==> src/rtl/key_debouncer.sv <==
// Push-button conditioner: two-flop synchronizer, stable-time debounce FSM,
// and registered level/press/release strobes. Optional auto-repeat under KEY_REPEAT_EN.
module key_debouncer #(
  parameter int DEBOUNCE_CYCLES = 4,
  parameter int CNT_BITS        = 20,
  parameter int ACTIVE_LOW_KEY  = 1,
  parameter int REPEAT_DELAY    = 8,
  parameter int REPEAT_PERIOD   = 4
) (
  input  logic clk,
  input  logic rst,
  input  logic key_in,
  output logic key_level,
  output logic press_pulse,
  output logic release_pulse,
  output logic busy
);

  typedef enum logic [1:0] {
    RELEASED,
    PRESS_WAIT,
    PRESSED,
    RELEASE_WAIT
  } state_t;

  localparam logic                REL_PIN  = (ACTIVE_LOW_KEY != 0);
  localparam logic [CNT_BITS-1:0] CNT_LAST = CNT_BITS'(DEBOUNCE_CYCLES - 1);

  // Illegal configurations stop elaboration instead of building a broken filter.
  if (DEBOUNCE_CYCLES < 2 || DEBOUNCE_CYCLES > (2 ** CNT_BITS) - 1) begin : g_bad_debounce
    $error("key_debouncer: DEBOUNCE_CYCLES out of range");
  end
  if (REPEAT_PERIOD < 1 || REPEAT_PERIOD > REPEAT_DELAY) begin : g_bad_repeat
    $error("key_debouncer: REPEAT_PERIOD must be 1..REPEAT_DELAY");
  end

  logic                sync1_q, sync2_q;
  logic                p;
  state_t              state_q, state_d;
  logic [CNT_BITS-1:0] cnt_q, cnt_d;
  logic                press_evt_d, rel_evt_d;
  logic                press_strobe_d;
  logic                press_evt_q, rel_evt_q;
  logic                key_level_q, press_pulse_q, release_pulse_q, busy_q;

  // Stage 0: synchronizer, reset to the released pin level so p starts at 0
  always_ff @(posedge clk or posedge rst) begin
    if (rst) begin
      sync1_q <= REL_PIN;
      sync2_q <= REL_PIN;
    end else begin
      sync1_q <= key_in;
      sync2_q <= sync1_q;
    end
  end

  assign p = (ACTIVE_LOW_KEY != 0) ? ~sync2_q : sync2_q;

  always_comb begin
    state_d     = state_q;
    cnt_d       = cnt_q;
    press_evt_d = 1'b0;
    rel_evt_d   = 1'b0;
    case (state_q)
      RELEASED: begin
        if (p) begin
          state_d = PRESS_WAIT;
          cnt_d   = CNT_BITS'(1);
        end else begin
          cnt_d = '0;
        end
      end
      PRESS_WAIT: begin
        if (!p) begin
          state_d = RELEASED;
          cnt_d   = '0;
        end else if (cnt_q == CNT_LAST) begin
          state_d     = PRESSED;
          cnt_d       = '0;
          press_evt_d = 1'b1;
        end else begin
          cnt_d = cnt_q + CNT_BITS'(1);
        end
      end
      PRESSED: begin
        if (!p) begin
          state_d = RELEASE_WAIT;
          cnt_d   = CNT_BITS'(1);
        end else begin
          cnt_d = '0;
        end
      end
      RELEASE_WAIT: begin
        if (p) begin
          state_d = PRESSED;
          cnt_d   = '0;
        end else if (cnt_q == CNT_LAST) begin
          state_d   = RELEASED;
          cnt_d     = '0;
          rel_evt_d = 1'b1;
        end else begin
          cnt_d = cnt_q + CNT_BITS'(1);
        end
      end
      default: begin
        state_d = RELEASED;
        cnt_d   = '0;
      end
    endcase
  end

`ifdef KEY_REPEAT_EN
  localparam int               RPT_W      = $clog2(REPEAT_DELAY + 1);
  localparam logic [RPT_W-1:0] RPT_LAST   = RPT_W'(REPEAT_DELAY - 1);
  localparam logic [RPT_W-1:0] RPT_RELOAD = RPT_W'(REPEAT_DELAY - REPEAT_PERIOD);

  logic [RPT_W-1:0] rpt_q, rpt_d;
  logic             rpt_arm_q, rpt_arm_d;
  logic             rpt_fire;

  // Only a qualified press arms repeats; a release glitch back into PRESSED stays disarmed.
  always_comb begin
    rpt_d     = rpt_q;
    rpt_arm_d = rpt_arm_q;
    rpt_fire  = 1'b0;
    if (press_evt_d) begin
      rpt_d     = '0;
      rpt_arm_d = 1'b1;
    end else if (state_q == PRESSED && state_d == PRESSED) begin
      if (rpt_arm_q) begin
        if (rpt_q == RPT_LAST) begin
          rpt_fire = 1'b1;
          rpt_d    = RPT_RELOAD;
        end else begin
          rpt_d = rpt_q + RPT_W'(1);
        end
      end
    end else if (state_d != PRESSED) begin
      rpt_d     = '0;
      rpt_arm_d = 1'b0;
    end
  end

  always_ff @(posedge clk or posedge rst) begin
    if (rst) begin
      rpt_q     <= '0;
      rpt_arm_q <= 1'b0;
    end else begin
      rpt_q     <= rpt_d;
      rpt_arm_q <= rpt_arm_d;
    end
  end

  assign press_strobe_d = press_evt_d | rpt_fire;
`else
  assign press_strobe_d = press_evt_d;
`endif

  // Stage 1: FSM state, stable-time counter and strobe events
  always_ff @(posedge clk or posedge rst) begin
    if (rst) begin
      state_q     <= RELEASED;
      cnt_q       <= '0;
      press_evt_q <= 1'b0;
      rel_evt_q   <= 1'b0;
    end else begin
      state_q     <= state_d;
      cnt_q       <= cnt_d;
      press_evt_q <= press_strobe_d;
      rel_evt_q   <= rel_evt_d;
    end
  end

  // Stage 2: registered outputs decoded from the settled state
  always_ff @(posedge clk or posedge rst) begin
    if (rst) begin
      key_level_q     <= 1'b0;
      press_pulse_q   <= 1'b0;
      release_pulse_q <= 1'b0;
      busy_q          <= 1'b0;
    end else begin
      key_level_q     <= (state_q == PRESSED) || (state_q == RELEASE_WAIT);
      busy_q          <= (state_q == PRESS_WAIT) || (state_q == RELEASE_WAIT);
      press_pulse_q   <= press_evt_q;
      release_pulse_q <= rel_evt_q;
    end
  end

  assign key_level     = key_level_q;
  assign press_pulse   = press_pulse_q;
  assign release_pulse = release_pulse_q;
  assign busy          = busy_q;

endmodule

==> config.mk <==
export PLATFORM = sky130hd
export DESIGN_NAME = key_debouncer
export DESIGN_NICKNAME = d
export VERILOG_FILES = /design/src/rtl/key_debouncer.sv
export SDC_FILE = /design/constraint.sdc
export NUM_CORES = 1
export LEC_CHECK = 0
export CAP_MARGIN = 15
export CORE_MARGIN = 1
export CORE_UTILIZATION = 40
export DETAILED_ROUTE_END_ITERATION = 10
export GPL_TIMING_DRIVEN = 0
export PLACE_DENSITY_LB_ADDON = 0.25
export SETUP_SLACK_MARGIN = 0.2
export SLEW_MARGIN = 10
export SYNTH_ARGS = -nofsm -noshare
export SYNTH_HDL_FRONTEND = slang
export SYNTH_SLANG_ARGS = --single-unit
==> constraint.sdc <==
create_clock -name clk -period 3.3 [get_ports clk]
set_clock_uncertainty 0.2 [all_clocks]
set_input_delay 0.66 -clock clk [delete_from_list [all_inputs] [get_ports clk]]
set_output_delay 0.66 -clock clk [all_outputs]
set_load 0.05 [all_outputs]
==> results.cfg <==
[routing]
wl_per_cell_um = 13.2
routed_wirelength_mm = 2.50
drtPass1Iterations = 4
ant_nets = 0
dr_total_vias = 993
via_per_inst = 5.23
drc = 0
drt_iter0_markers = 20

[run]
maxCapViolCount = 0

[outcome]
status = complete, no violations

[logic_synthesis]
yosys.cell_types.count = 28
synthTopCellsByCount = dfrtp_1 (28), nor2_1 (14), a21oi_1 (8), xor2_1 (8)
ys.flop_type = dfrtp_1
synth_top_area_share_pct = 51.7
synth-seq-cells = 30
synth-edff-count = 0
yosys_warnings = 0
synthArstFlopShare_pct = 100
avgSynthCellArea_um2 = 10.4
yosys.cell_count.top_type = dfrtp_1
synth.net_count = 135
ys_top_cells_by_area = dfrtp_1 (52%), xor2_1 (5.2%), dfstp_2 (3.9%), nor2_1 (3.9%), nand4_1 (3.2%)
synth-seq-area-share_pct = 55.5
yosys.area.top_type = dfrtp_1
syn_inst = 131
syn_area_um2 = 1360

[setup_path]
worstPathCellList = ha_1 -> or4b_1 -> or4_4 -> o21ai_4 -> buf_6 -> nor2_1
critPathMaxStageDelay_ns = 0.48
worstSetupStartpointType = register
slowest_stage = or4b_1
cp_data_arrival_time_ns = 2.47
r2r_slack_ns = 0.86
crit_family = simple AND/OR/NAND/NOR gates
r2r_start = cnt_q[0]
cp_max_fo = 10
r2r_cells = 6
r2r-end = cnt_q[10]
cp_data_required_time_ns = 3.33
path_class = register to register
endpoint_kind = register
crit_buf_inv = 1

[clock_network]
h-tree-depth = 2
cts_sinks = 30
clock_latency_ns = 0.34
cts_tree = yes
cts_hold_buffers = 0
clkTransAtPathRegs_ns = 0.11
cts_max_path_buffers = 2
post_cts_buffers = 0
root_buffer = clkbuf_4
numCtsBuffers = 5
cts_resized = 0

[sta]
fin_crit_ns = 2.44
worst_pin_slew_ns = 0.595
tns_ns = 0
setup_viol = 0
finalCritPeriodShare_pct = 74.0
relSlewSlack_pct = 60.1
drv_slew = 0
hold_violations = 0
whs_ns = 0.162
rsz0062_at_grt = no
max_freq_ghz = 0.409

[hold_path]
holdPathStages = 0
worst_hold_path.endpoint = sync2_q
worstHoldPathType = register to register
hold_path_startpoint = sync1_q

[floorplanning]
core.rowCount = 20
die_w_um = 60.2
initial_utilization_pct = 43.4
die_y_um = 60.2
ios = 7
core_area_um2 = 3130
die_area_um2 = 3630

[layout]
fillerInstances = 284
drive_above_1_share_pct = 9.59
areaGrowthSynthToFinish_pct = 16.2
fin_nets = 149
final_util_pct = 50.4
antenna_cells = 0

[power_and_ir_drop]
ir_drop_mv = 0.404
power_density_nw_per_um2 = 602
p_leak_nw = 0.647

[global_routing]
antenna_found_initial = 0
grt_pass1_wl_mm = 4.36
grt_max_degree = 31
grt_usage_pct = 17.2
grt-ovfl-total = 0
grt_pass1_vias = 928

[placement]
port_buffers = 6
dp_hpwl_mm = 1.68
gp_congestion = 0.796
-- metal layers --
metal  up-vias  track usage (%)  part of all wire (%)
met3         6             4.55                   2.6
li1        497                -                     -
met4         0             9.97                   2.0
met5         -                0                     0
met1       474             22.7                    50
met2        16             25.3                    45
-- report_power, final --
group | total, mW | leakage (nW) | switching, mW | internal (mW)
Clock | 0.289 | 0.0450 | 0.133 | 0.157
Combinational | 0.223 | 0.199 | 0.140 | 0.0826
Sequential | 0.438 | 0.403 | 0.0298 | 0.408
Total | 0.950 | 0.647 | 0.303 | 0.647
-- worst reg2reg max path: cells and delay by family, from the launching register on --
family,cells,cell delay (ns)
flops,1,0.42
simple gates,3,0.98
buf+inv,1,0.19
fa+ha+maj,1,0.23
compound gates,1,0.30
-- logic make-up after synthesis --
group                    Yosys count  synth area share, %
AND/OR/NAND/NOR                   59                 24.3
adder cells (fa/ha/maj)            1                0.922
XOR/XNOR                          11                 7.10
AO/OA/AOI/OAI                     18                 7.84
buffers and inverters             11                 3.60
flip-flops                        30                 55.5
multiplexers                       1                0.738
-- per-stage QoR --
stage	setup slack [ns]	total power, mW	instance area [um^2]	instances
after detailed placement	0.910	0.663	1470	181
final	0.858	0.950	1580	190
after CTS	0.865	0.957	1550	189
after floorplan	1.12	0.601	1360	131
after global placement	0.949	0.659	1470	181
after global routing	0.735	1.00	1580	190
-- worst max path at each step --
stage                         from   endpoint  slack [ns]  cells after the start
final                     cnt_q[0]  cnt_q[10]        0.86                      6
after CTS                 cnt_q[0]  cnt_q[10]        0.86                      6
after global routing      cnt_q[0]   cnt_q[8]        0.73                      6
after detailed placement  cnt_q[0]  cnt_q[10]        0.91                      6
after floorplan           cnt_q[0]   cnt_q[2]        1.12                      6
after global placement    cnt_q[0]   cnt_q[8]        0.95                      6
-- layout by cell type (no fill, tap or decap), drive strengths merged, types with 2 or more instances in the layout --
master / count
nor4: 3
nor2: 14
or4: 3
or3: 7
clkinv: 3
nand2: 6
dfrtp: 28
dfstp: 2
clkdlybuf4s50: 6
a21oi: 8
clkbuf: 11
xnor2: 3
inv: 3
xor2: 8
and4: 3
o21ai: 8
and3: 3
and2: 3
buf: 2
nand4: 7
nand3: 7
-- registers in the layout, summed over array words and instances (netlist names), named ones only --
signal         count
cnt_q             20
sync2_q            1
busy               1
sync1_q            1
key_level          1
state_q            1
release_pulse      1
press_pulse        1
press_evt_q        1
rel_evt_q          1
-- area by class of cell --
type	count	area, um^2	area share (%)
Sequential cell	30	753	47.8
Multi-Input combinational cell	90	554	35.2
Timing Repair Buffer	7	87.6	5.56
Tap cell	44	55.1	3.49
Clock inverter	3	40.0	2.54
Clock buffer	5	37.5	2.38
Buffer	7	33.8	2.14
Inverter	4	15.0	0.952
Note: power is estimated with default switching activity, not from simulation.
